==> src/rtl/axil_dot_slave_if.sv <==
// AXI4-Lite signal bundle between the accelerator master and the dot-product slave.
interface axil_dot_slave_if #(
  parameter int ADDR_W = 8
);
  logic [ADDR_W-1:0] awaddr;
  logic              awvalid;
  logic              awready;
  logic [31:0]       wdata;
  logic [3:0]        wstrb;
  logic              wvalid;
  logic              wready;
  logic [1:0]        bresp;
  logic              bvalid;
  logic              bready;
  logic [ADDR_W-1:0] araddr;
  logic              arvalid;
  logic              arready;
  logic [31:0]       rdata;
  logic [1:0]        rresp;
  logic              rvalid;
  logic              rready;

  modport master (
    output awaddr, awvalid, wdata, wstrb, wvalid, bready, araddr, arvalid, rready,
    input  awready, wready, bresp, bvalid, arready, rdata, rresp, rvalid
  );

  modport slave (
    input  awaddr, awvalid, wdata, wstrb, wvalid, bready, araddr, arvalid, rready,
    output awready, wready, bresp, bvalid, arready, rdata, rresp, rvalid
  );
endinterface

==> src/rtl/axil_dot_slave.sv <==
// AXI4-Lite slave for the dot-product accelerator: register file, A/B vector
// buffers and a one-product-per-cycle signed MAC engine.
//
// state  | meaning
// S_IDLE | waiting for a start command; result/done hold
// S_RUN  | accumulating A[idx]*B[idx], one element per cycle
module axil_dot_slave #(
  parameter int ADDR_W = 8,
  parameter int DEPTH  = 16
) (
  input  logic             clk,
  input  logic             rst,
  axil_dot_slave_if.slave  bus,
  output logic             irq
);
  localparam int         IW     = (DEPTH > 1) ? $clog2(DEPTH) : 1;
  localparam logic [1:0] OKAY   = 2'b00;
  localparam logic [1:0] SLVERR = 2'b10;

  typedef enum logic [2:0] {
    R_CTRL, R_STATUS, R_LEN, R_RESLO, R_RESHI, R_VA, R_VB, R_BAD
  } reg_e;

  typedef enum logic {S_IDLE, S_RUN} state_e;

  function automatic reg_e decode(input logic [ADDR_W-1:0] a);
    logic [ADDR_W-1:0] w;
    w = a & ~ADDR_W'(3);
    if (w == ADDR_W'(8'h00))      decode = R_CTRL;
    else if (w == ADDR_W'(8'h04)) decode = R_STATUS;
    else if (w == ADDR_W'(8'h08)) decode = R_LEN;
    else if (w == ADDR_W'(8'h0C)) decode = R_RESLO;
    else if (w == ADDR_W'(8'h10)) decode = R_RESHI;
    else if (w >= ADDR_W'(8'h40) && w < ADDR_W'(64 + 4*DEPTH))  decode = R_VA;
    else if (w >= ADDR_W'(8'h80) && w < ADDR_W'(128 + 4*DEPTH)) decode = R_VB;
    else                          decode = R_BAD;
  endfunction

  state_e            state_q, state_d;
  logic [4:0]        idx_q, idx_d;
  logic [4:0]        len_q, len_d;
  logic [63:0]       acc_q, acc_d;
  logic [63:0]       res_q, res_d;
  logic              done_q, done_d;
  logic              err_q, err_d;

  logic [ADDR_W-1:0] awaddr_q, awaddr_d;
  logic              aw_full_q, aw_full_d;
  logic [31:0]       wdata_q, wdata_d;
  logic [3:0]        wstrb_q, wstrb_d;
  logic              w_full_q, w_full_d;
  logic              bvalid_q, bvalid_d;
  logic [1:0]        bresp_q, bresp_d;
  logic              rvalid_q, rvalid_d;
  logic [31:0]       rdata_q, rdata_d;
  logic [1:0]        rresp_q, rresp_d;

  logic [31:0]       vec_a [DEPTH];
  logic [31:0]       vec_b [DEPTH];

  logic              aw_hs, w_hs, ar_hs, busy, commit;
  logic              ctrl_hit, start_req, clr_req, busy_viol, len_viol, wr_err;
  logic [1:0]        wr_resp;
  reg_e              wr_kind, rd_kind;
  logic [IW-1:0]     wr_idx, rd_idx;
  logic [31:0]       a_cur, b_cur, rd_val;
  logic [1:0]        rd_resp;
  logic [63:0]       prod;

  assign bus.awready = ~aw_full_q & ~bvalid_q;
  assign bus.wready  = ~w_full_q & ~bvalid_q;
  assign bus.arready = ~rvalid_q;
  assign bus.bvalid  = bvalid_q;
  assign bus.bresp   = bresp_q;
  assign bus.rvalid  = rvalid_q;
  assign bus.rdata   = rdata_q;
  assign bus.rresp   = rresp_q;
  assign irq         = done_q;

  assign aw_hs   = bus.awvalid & bus.awready;
  assign w_hs    = bus.wvalid & bus.wready;
  assign ar_hs   = bus.arvalid & bus.arready;
  assign busy    = (state_q == S_RUN);
  assign commit  = aw_full_q & w_full_q;
  assign wr_kind = decode(awaddr_q);
  assign rd_kind = decode(bus.araddr);
  assign wr_idx  = awaddr_q[IW+1:2];
  assign rd_idx  = bus.araddr[IW+1:2];

  // A CTRL write only acts when its low byte lane is strobed.
  assign ctrl_hit  = commit & (wr_kind == R_CTRL) & wstrb_q[0];
  assign start_req = ctrl_hit & wdata_q[0];
  assign clr_req   = ctrl_hit & wdata_q[1];
  assign busy_viol = commit & busy &
                     (start_req | (wr_kind == R_VA) | (wr_kind == R_VB) | (wr_kind == R_LEN));
  assign len_viol  = start_req & ~busy & (32'(len_q) > DEPTH);
  assign wr_err    = busy_viol | len_viol;
  assign wr_resp   = ((wr_kind == R_BAD) | wr_err) ? SLVERR : OKAY;

  // Full 64-bit sign extension so the low 64 product bits are the signed product.
  assign a_cur = vec_a[idx_q[IW-1:0]];
  assign b_cur = vec_b[idx_q[IW-1:0]];
  assign prod  = {{32{a_cur[31]}}, a_cur} * {{32{b_cur[31]}}, b_cur};

  // Read-side register mux; sees pre-commit values on a same-cycle write.
  always_comb begin
    rd_val  = 32'h0;
    rd_resp = OKAY;
    case (rd_kind)
      R_STATUS: rd_val = {29'h0, err_q, done_q, busy};
      R_LEN:    rd_val = {27'h0, len_q};
      R_RESLO:  rd_val = res_q[31:0];
      R_RESHI:  rd_val = res_q[63:32];
      R_VA:     rd_val = vec_a[rd_idx];
      R_VB:     rd_val = vec_b[rd_idx];
      R_BAD:    rd_resp = SLVERR;
      default:  rd_val = 32'h0;
    endcase
  end

  // AW/W/B and AR/R channel bookkeeping.
  always_comb begin
    awaddr_d  = awaddr_q;
    aw_full_d = aw_full_q;
    wdata_d   = wdata_q;
    wstrb_d   = wstrb_q;
    w_full_d  = w_full_q;
    bvalid_d  = bvalid_q;
    bresp_d   = bresp_q;
    rvalid_d  = rvalid_q;
    rdata_d   = rdata_q;
    rresp_d   = rresp_q;
    if (aw_hs) begin
      aw_full_d = 1'b1;
      awaddr_d  = bus.awaddr;
    end
    if (w_hs) begin
      w_full_d = 1'b1;
      wdata_d  = bus.wdata;
      wstrb_d  = bus.wstrb;
    end
    if (commit) begin
      aw_full_d = 1'b0;
      w_full_d  = 1'b0;
      bvalid_d  = 1'b1;
      bresp_d   = wr_resp;
    end else if (bvalid_q & bus.bready) begin
      bvalid_d = 1'b0;
    end
    if (ar_hs) begin
      rvalid_d = 1'b1;
      rdata_d  = rd_val;
      rresp_d  = rd_resp;
    end else if (rvalid_q & bus.rready) begin
      rvalid_d = 1'b0;
    end
  end

  // Control registers and MAC FSM next state; clear is applied before start.
  always_comb begin
    state_d = state_q;
    idx_d   = idx_q;
    len_d   = len_q;
    acc_d   = acc_q;
    res_d   = res_q;
    done_d  = done_q;
    err_d   = err_q;
    if (clr_req) begin
      done_d = 1'b0;
      err_d  = 1'b0;
    end
    if (wr_err) err_d = 1'b1;
    if (commit & ~busy & (wr_kind == R_LEN) & wstrb_q[0]) len_d = wdata_q[4:0];
    case (state_q)
      S_IDLE: begin
        if (start_req & ~len_viol) begin
          if (len_q == 5'd0) begin
            res_d  = 64'h0;
            done_d = 1'b1;
          end else begin
            acc_d   = 64'h0;
            idx_d   = 5'd0;
            done_d  = 1'b0;
            state_d = S_RUN;
          end
        end
      end
      S_RUN: begin
        acc_d = acc_q + prod;
        idx_d = idx_q + 5'd1;
        if (idx_q == len_q - 5'd1) begin
          res_d   = acc_q + prod;
          done_d  = 1'b1;
          state_d = S_IDLE;
        end
      end
      default: state_d = S_IDLE;
    endcase
  end

  // State register for channels, control and FSM.
  always_ff @(posedge clk or negedge rst) begin
    if (!rst) begin
      state_q   <= S_IDLE;
      idx_q     <= 5'd0;
      len_q     <= 5'd0;
      acc_q     <= 64'h0;
      res_q     <= 64'h0;
      done_q    <= 1'b0;
      err_q     <= 1'b0;
      awaddr_q  <= '0;
      aw_full_q <= 1'b0;
      wdata_q   <= 32'h0;
      wstrb_q   <= 4'h0;
      w_full_q  <= 1'b0;
      bvalid_q  <= 1'b0;
      bresp_q   <= OKAY;
      rvalid_q  <= 1'b0;
      rdata_q   <= 32'h0;
      rresp_q   <= OKAY;
    end else begin
      state_q   <= state_d;
      idx_q     <= idx_d;
      len_q     <= len_d;
      acc_q     <= acc_d;
      res_q     <= res_d;
      done_q    <= done_d;
      err_q     <= err_d;
      awaddr_q  <= awaddr_d;
      aw_full_q <= aw_full_d;
      wdata_q   <= wdata_d;
      wstrb_q   <= wstrb_d;
      w_full_q  <= w_full_d;
      bvalid_q  <= bvalid_d;
      bresp_q   <= bresp_d;
      rvalid_q  <= rvalid_d;
      rdata_q   <= rdata_d;
      rresp_q   <= rresp_d;
    end
  end

  // Vector buffers: plain storage, byte-lane writes, no reset; locked while busy.
  always_ff @(posedge clk) begin
    if (commit & ~busy & (wr_kind == R_VA)) begin
      for (int k = 0; k < 4; k++)
        if (wstrb_q[k]) vec_a[wr_idx][8*k +: 8] <= wdata_q[8*k +: 8];
    end
    if (commit & ~busy & (wr_kind == R_VB)) begin
      for (int k = 0; k < 4; k++)
        if (wstrb_q[k]) vec_b[wr_idx][8*k +: 8] <= wdata_q[8*k +: 8];
    end
  end
endmodule

==> src/flat_wrapper.sv <==
// flat-port wrapper written by rule: the top's interface ports become plain ports
module axil_dot_slave_flat 
#(
  parameter int ADDR_W = 8,
  parameter int DEPTH  = 16
)
  (clk, rst, irq, bus_awaddr, bus_awvalid, bus_wdata, bus_wstrb, bus_wvalid, bus_bready, bus_araddr, bus_arvalid, bus_rready, bus_awready, bus_wready, bus_bresp, bus_bvalid, bus_arready, bus_rdata, bus_rresp, bus_rvalid);
  axil_dot_slave_if #(.ADDR_W(ADDR_W)) bus_i ();
  input  logic clk;
  input  logic rst;
  output logic irq;
  input wire logic [$bits(bus_i.awaddr)-1:0] bus_awaddr;
  input wire logic [$bits(bus_i.awvalid)-1:0] bus_awvalid;
  input wire logic [$bits(bus_i.wdata)-1:0] bus_wdata;
  input wire logic [$bits(bus_i.wstrb)-1:0] bus_wstrb;
  input wire logic [$bits(bus_i.wvalid)-1:0] bus_wvalid;
  input wire logic [$bits(bus_i.bready)-1:0] bus_bready;
  input wire logic [$bits(bus_i.araddr)-1:0] bus_araddr;
  input wire logic [$bits(bus_i.arvalid)-1:0] bus_arvalid;
  input wire logic [$bits(bus_i.rready)-1:0] bus_rready;
  output wire logic [$bits(bus_i.awready)-1:0] bus_awready;
  output wire logic [$bits(bus_i.wready)-1:0] bus_wready;
  output wire logic [$bits(bus_i.bresp)-1:0] bus_bresp;
  output wire logic [$bits(bus_i.bvalid)-1:0] bus_bvalid;
  output wire logic [$bits(bus_i.arready)-1:0] bus_arready;
  output wire logic [$bits(bus_i.rdata)-1:0] bus_rdata;
  output wire logic [$bits(bus_i.rresp)-1:0] bus_rresp;
  output wire logic [$bits(bus_i.rvalid)-1:0] bus_rvalid;
  assign bus_i.awaddr = bus_awaddr;
  assign bus_i.awvalid = bus_awvalid;
  assign bus_i.wdata = bus_wdata;
  assign bus_i.wstrb = bus_wstrb;
  assign bus_i.wvalid = bus_wvalid;
  assign bus_i.bready = bus_bready;
  assign bus_i.araddr = bus_araddr;
  assign bus_i.arvalid = bus_arvalid;
  assign bus_i.rready = bus_rready;
  assign bus_awready = bus_i.awready;
  assign bus_wready = bus_i.wready;
  assign bus_bresp = bus_i.bresp;
  assign bus_bvalid = bus_i.bvalid;
  assign bus_arready = bus_i.arready;
  assign bus_rdata = bus_i.rdata;
  assign bus_rresp = bus_i.rresp;
  assign bus_rvalid = bus_i.rvalid;
  axil_dot_slave #(.ADDR_W(ADDR_W), .DEPTH(DEPTH)) u_core (.clk(clk), .rst(rst), .bus(bus_i), .irq(irq));
endmodule
==> config.mk <==
export PLATFORM = sky130hd
export DESIGN_NAME = axil_dot_slave_flat
export DESIGN_NICKNAME = d
export VERILOG_FILES = /design/src/rtl/axil_dot_slave_if.sv /design/src/rtl/axil_dot_slave.sv /design/src/flat_wrapper.sv
export SDC_FILE = /design/constraint.sdc
export NUM_CORES = 2
export LEC_CHECK = 0
export BUFFER_PORTS_ARGS = -buffer_cell sky130_fd_sc_hd__buf_4
export CAP_MARGIN = 15
export CORE_MARGIN = 3
export CORE_UTILIZATION = 60
export CTS_BUF_LIST = sky130_fd_sc_hd__clkbuf_4 sky130_fd_sc_hd__clkbuf_8
export DETAILED_ROUTE_END_ITERATION = 6
export MAX_ROUTING_LAYER = met4
export PLACE_DENSITY = 0.78
export SLEW_MARGIN = 20
export SYNTH_ARGS = -nofsm -noshare
export SYNTH_HDL_FRONTEND = slang
export SYNTH_SLANG_ARGS = --single-unit
export TNS_END_PERCENT = 50
==> constraint.sdc <==
create_clock -name clk -period 12.9 [get_ports clk]
set_input_delay 2.58 -clock clk [delete_from_list [all_inputs] [get_ports clk]]
set_output_delay 2.58 -clock clk [all_outputs]
set_load 0.1 [all_outputs]
* Word level (Yosys, flattened, before mapping)
Memories as Yosys holds them, arrays and structs flattened.
Cells that the tools add are included.
** Operators by class
- $mul :: 1
- $lt $le $gt $ge :: 9
- Mux-type cells :: 66
- Shifts and indexed selects :: 0
- Reduce and logical (&&, ||, !) cells :: 15
- Eq/ne operators :: 24
- Bitwise logic cells :: 33
- Add/sub/neg operators :: 3
- Div/mod/pow operators :: 0
** Operators by type and width (number)
- 2-to-1 mux 64 bit :: 5
- one-hot mux 64 bit (2 select lines) :: 2
- one-hot mux 32 bit (6 select lines) :: 1
- adder 64 bit :: 1
- multiplier 32 x 32 -> 64 bit :: 1
- 2-to-1 mux 1 bit :: 39
- 2-to-1 mux 3 bit :: 12
- < comparator 8 bit, second input constant :: 4
- == test 6 x 2 -> 1 bit, second input constant :: 4
- bitwise AND 1 bit :: 22
- == test 3 bit, second input constant :: 7
- >= comparator 8 x 7 -> 1 bit, second input constant :: 2
- >= comparator 8 bit, second input constant :: 2
- logical NOT 8 bit :: 2
- == test 6 x 1 -> 1 bit, second input constant :: 2
- == test 6 x 3 -> 1 bit, second input constant :: 2
- 2-to-1 mux 5 bit :: 2
- one-hot mux 5 bit (2 select lines) :: 1
- nonzero test 2 bit :: 5
- == test 3 x 2 -> 1 bit, second input constant :: 3
- inequality test 2 bit, second input constant :: 4
- inverter 1 bit :: 6
- adder 5 x 1 -> 5 bit, second input constant :: 1
- == test 5 bit :: 1
- 11 further kinds :: 20
** Word-level totals
- Memory bits (writable) :: 1024
- Memories kept :: 2
- Bits in registers :: 225
- Bits in latches :: 0
- Logic and storage cells :: 170
- Bits of input ports :: 59
- ROM bits :: 0
** Memory list
- u_core.vec_a :: depth 16, width 32, rd ports 2, clocked after memory_dff 0, write ports 1, line axil_dot_slave.sv:58 : logic [31:0] vec_a [DEPTH];
- u_core.vec_b :: depth 16, width 32, rd ports 2, clocked after memory_dff 0, write ports 1, line axil_dot_slave.sv:59 : logic [31:0] vec_b [DEPTH];

* Depth between registers and ports, before layout
- Word-level depth :: 20
- Gate-level depth with buffers :: 38

* Worst setup path before layout
No wires, ideal clock.
- Path kind :: reg-to-reg
- Start point :: register u_core.idx_q[0]
- End point :: register u_core.acc_q[63]
- Clock period less this slack :: 10.240 ns
- Stages on the path, launching flop included :: 34
- Path slack :: 2.660 ns
- Buffers on the path :: 6
- Data arrival time :: 10.119 ns
- Cell sequence :: dfrtp_1 buf_6 buf_6 buf_2 buf_2 mux4_2 mux4_2 buf_2 nand2_1 fa_1 fa_1 inv_1 fa_1 inv_1 fa_1 inv_1 fa_1 fa_1 fa_1 inv_1 fa_1 inv_1 ha_1 clkbuf_1 nand2_1 a211oi_1 nand3_1 a311oi_1 nor2_1 a21boi_2 o41ai_4 o31ai_1 xnor2_1 a22o_1
** On the way
- Longest elaborated chain between the ends :: 4
** RTL lines
- from (decl) :: line axil_dot_slave.sv:40 : logic [4:0] idx_q, idx_d;
- from (signal assigned) :: line axil_dot_slave.sv:223 : idx_q <= idx_d;
- memory read (16 x 32 bit) (on tied branches)
- multiplier 32 x 32 -> 64 bit * :: line axil_dot_slave.sv:103 : assign prod = {{32{a_cur[31]}}, a_cur} * {{32{b_cur[31]}}, b_cur};
- adder 64 bit * :: line axil_dot_slave.sv:189 : acc_d = acc_q + prod;
- one-hot mux 64 bit (2 select lines) * :: line axil_dot_slave.sv:174 : case (state_q)
- to (signal assigned) :: line axil_dot_slave.sv:207 : acc_q <= 64'h0;
- to (signal assigned) :: line axil_dot_slave.sv:225 : acc_q <= acc_d;
- to (decl) :: line axil_dot_slave.sv:42 : logic [63:0] acc_q, acc_d;
Every way passes the cells marked *; elsewhere a longest branch is shown, timed or not.
A chain may end at the register's enable or synchronous reset.

* Worst setup path in the final report
- Start point :: register u_core.idx_q[0]
- End point :: register u_core.res_q[63]
** On the way
- Longest elaborated chain between the ends :: 5
** RTL lines
- memory read (16 x 32 bit) (on tied branches)
- multiplier 32 x 32 -> 64 bit :: line axil_dot_slave.sv:103
- adder 64 bit :: line axil_dot_slave.sv:192 : res_d = acc_q + prod;
- 2-to-1 mux 64 bit :: line axil_dot_slave.sv:191 : if (idx_q == len_q - 5'd1) begin
- one-hot mux 64 bit (2 select lines) :: line axil_dot_slave.sv:174
- to (signal assigned) :: line axil_dot_slave.sv:226 : res_q <= res_d;
- to (decl) :: line axil_dot_slave.sv:43 : logic [63:0] res_q, res_d;
Several ways; a longest one is shown, not always the timed one. The select of a mux whose other input is x is not followed.

==> key figures <==
Yosys
  – Asr flop ratio synth: 0.178
  – Post-synth top flop: edfxtp_1
  – Cell area after synthesis: ~96000 µm²
  – Syn Area/Cell: 13.2 µm²
  – Sequential area share after synthesis: 0.379
  – Post-synthesis cell type count: 84
  – Yosys warns: 0
  – Syn Inst Count: ~7300
  – #FFs+latches synth: 1245
  – Post-synth EDFFs: 1024

Detailed routing
  – Drc violations: 8
  – Routed len/inst: 28.6 µm
  – Vias per inst: 6.44
  – Via total after detailed routing: 61200
  – Final antenna-violating net count: 0
  – Routed wire length: 272000 µm
  – Pre-antenna DRT Iters: 7
  – DR iter-0 viols: about 8100

Critical path
  – Crit path from: u_core.idx_q[0]$_DFFE_PN0P_
  – Worst EP required: 13.76 ns
  – Crit end category: flip-flop
  – Worst-path cell with the longest stage delay: dfrtp_4
  – CP Max Fanout: 33
  – Flop-to-flop setup slack: about 1.6 ns
  – Most frequent CP cell: fa_1
  – CP endpoint: u_core.res_q[63]$_DFFE_PN0P_
  – Startpoint Class: flip-flop
  – FF-to-FF path depth: 30
  – RR Startpoint: u_core.idx_q[0]$_DFFE_PN0P_
  – Crit path largest cell delay: 0.87 ns
  – Crit Path Category: flip-flop to flip-flop
  – CP arrival: 12.21 ns
  – Reg2reg end: u_core.res_q[63]$_DFFE_PN0P_

Worst hold path
  – Hold Crit Class: flip-flop to flip-flop

Global routing
  – Vias in the first global route: 64900
  – GR Util met3: 0.125
  – Grt met2 use: 0.510
  – Largest net degree at the start of global routing: 109
  – Global-route wire length before repair: 410000 µm
  – Met1 usage: 0.451
  – Total congestion overflow: 0
  – Initial antenna violation count: 16
  – Total GRT Usage: 0.353
  – GRT busiest layer: met2

Timing
  – Clock skew: slightly above 0.1 ns
  – Slew Limit Fails: 0
  – Endpoints failing setup: 0
  – FMAX: 88.1 MHz
  – Fin crit period: ~11 ns
  – PnR worst setup slack: about 1.6 ns
  – RSZ-0062 raised after global routing: false
  – Relative slew slack: 0.154
  – Setup TNS Final: 0 ns
  – Endpoints failing hold: 0
  – Fin crit share: 0.880
  – Slew @ Worst Pin: 1.26 ns

Final layout
  – Layout area overhead: 7.20%
  – Fraction of layout cells with a size suffix above 1: 0.175
  – Util after Layout: 0.652
  – Most frequent cells in the layout: inv_1 (1382), fa_1 (1210), edfxtp_1 (1024)
  – Nets: 8759
  – Leading cell type in the layout, fill and taps excluded: inv_1

Floorplanning
  – Core area: 157000 µm²
  – DIE WIDTH: 405 µm
  – Die Span Y: 405 µm
  – Row Count: between 100 and 150
  – DIE AREA: about 160000 µm²
  – Starting Density: 0.608
  – Top Ports: 101

Status
  – Failing checks: design-rule violations
  – Run status: complete, but fails checks

Clocking
  – CTS max path bufs: 3
  – H-Tree Depth: 4
  – Hold Buf Count CTS: 0
  – # clock sinks: 1245
  – Post_cts resized: 0
  – Clock latency on the worst-skew pair: 0.99 ns
  – Root Buffer: clkbuf_8
  – TritonCTS clock tree: done
  – Post-CTS Setup Inserts: 0
  – CTS clk-pin slew, worst paths: 0.07 ns
  – Num CTS Buffers: 196

Placed design
  – RD Place Congestion: approximately 1.0
  – Dpl ws: about 1.7 ns
  – # port buffers: 94
  – Dpl hpwl: 196000 µm

Flow run
  – Max_cap viols: 0
-- flip-flops by register name, summed over array words and instances, names as in the netlist --
name,flops
u_core.bus.rdata,32
u_core.irq,1
u_core.idx_q,5
u_core.busy,1
u_core.wstrb_q,4
u_core.w_full_q,1
u_core.res_q,64
u_core.bus.rvalid,1
u_core.aw_full_q,1
u_core.bus.bvalid,1
u_core.vec_a,512
u_core.bus.bresp,1
u_core.bus.rresp,1
u_core.awaddr_q,6
u_core.len_q,5
u_core.wdata_q,32
u_core.acc_q,64
u_core.vec_b,512
u_core.err_q,1
-- final cells by class --
| class | count | area [µm²] |
|---|---|---|
| antenna | 15 | 37.5 |
| clock inverter | 89 | 832 |
| clock buffer | 273 | 3350 |
| tap | 2058 | 2570 |
| multi-input combinational | 4237 | 52600 |
| timing repair buffer | 200 | 1630 |
| sequential | 1245 | 36300 |
| fill | 10900 | 54800 |
| inverter | 1390 | 5220 |
-- cells in the mapped netlist (29+ instances only) --
cell / n / area share
inv_1: 1384 / 0.054
clkbuf_1: 230 / 0.0090
xnor2_1: 54 / 0.0049
a21oi_1: 64 / 0.0033
mux2_2: 73 / 0.0086
nor2_1: 367 / 0.014
buf_2: 111 / 0.0058
mux4_2: 626 / 0.15
nand2_1: 883 / 0.035
buf_1: 44 / 0.0017
a221oi_1: 32 / 0.0029
ha_1: 220 / 0.029
a21o_1: 41 / 0.0032
fa_1: 1210 / 0.25
o21ai_0: 111 / 0.0058
dfrtp_1: 221 / 0.058
and2_1: 148 / 0.0097
a22o_1: 29 / 0.0027
nor2b_1: 79 / 0.0052
edfxtp_1: 1024 / 0.32
-- worst min path at each step --
| stage | from | slack [ns] | end | cells past startpoint |
|---|---|---|---|---|
| finish | u_core.bus.rdata[28]$_DFFE_PN0P_ | 0.48 | u_core.bus.rdata[28]$_DFFE_PN0P_ | 2 |
| global route | u_core.acc_q[26]$_DFFE_PN0P_ | 0.50 | u_core.acc_q[26]$_DFFE_PN0P_ | 1 |
| CTS | u_core.acc_q[32]$_DFFE_PN0P_ | 0.48 | u_core.acc_q[32]$_DFFE_PN0P_ | 2 |
| detailed placement | u_core.acc_q[19]$_DFFE_PN0P_ | 0.47 | u_core.acc_q[19]$_DFFE_PN0P_ | 2 |
| global placement | u_core.res_q[39]$_DFFE_PN0P_ | 0.46 | u_core.res_q[39]$_DFFE_PN0P_ | 2 |
| floorplan | u_core.res_q[39]$_DFFE_PN0P_ | 0.44 | u_core.res_q[39]$_DFFE_PN0P_ | 2 |
-- cell families (layout without fill, tap and decap cells) --
logic type                 after synthesis  count (layout)  synth area share
buffers and inverters                 1788            1952            0.0724
xor gates and xnor gates                76              76           0.00696
adders and majority gates             1430            1430             0.282
muxes                                  718             718             0.158
DFF                                   1245            1245             0.379
other                                    1              17         0.0000392
and+or+nand+nor                       1591            1591            0.0713
AOI/OAI and AO/OA                      420             420            0.0300
-- critical path: cells and delay by family (launching register included) --
kind | cells | cell delay, ns
xor gates and xnor gates | 1 | 0.23
and+or+nand+nor | 2 | 0.40
muxes | 2 | 1.03
DFF | 1 | 0.87
adders and majority gates | 9 | 4.84
buffers and inverters | 8 | 1.60
AOI/OAI and AO/OA | 8 | 2.15
-- per-layer routing --
layer  vias up  wire, µm
li1      24300         -
met4         0     15100
met1     31500     94200
met3       845     40200
met5         -         0
met2      4618    123000
-- per-stage QoR --
stage	cell area, µm²	std cells	hold slack (ns)
final	103000	9507	0.480
after global placement	98200	9129	0.459
after detailed placement	98200	9130	0.465
after floorplan	95700	7270	0.439
after CTS	102000	9492	0.481
after global routing	103000	9505	0.495
Power is not shown: default switching activity piles up to over one toggle a cycle in this logic, so the estimate is an artifact.
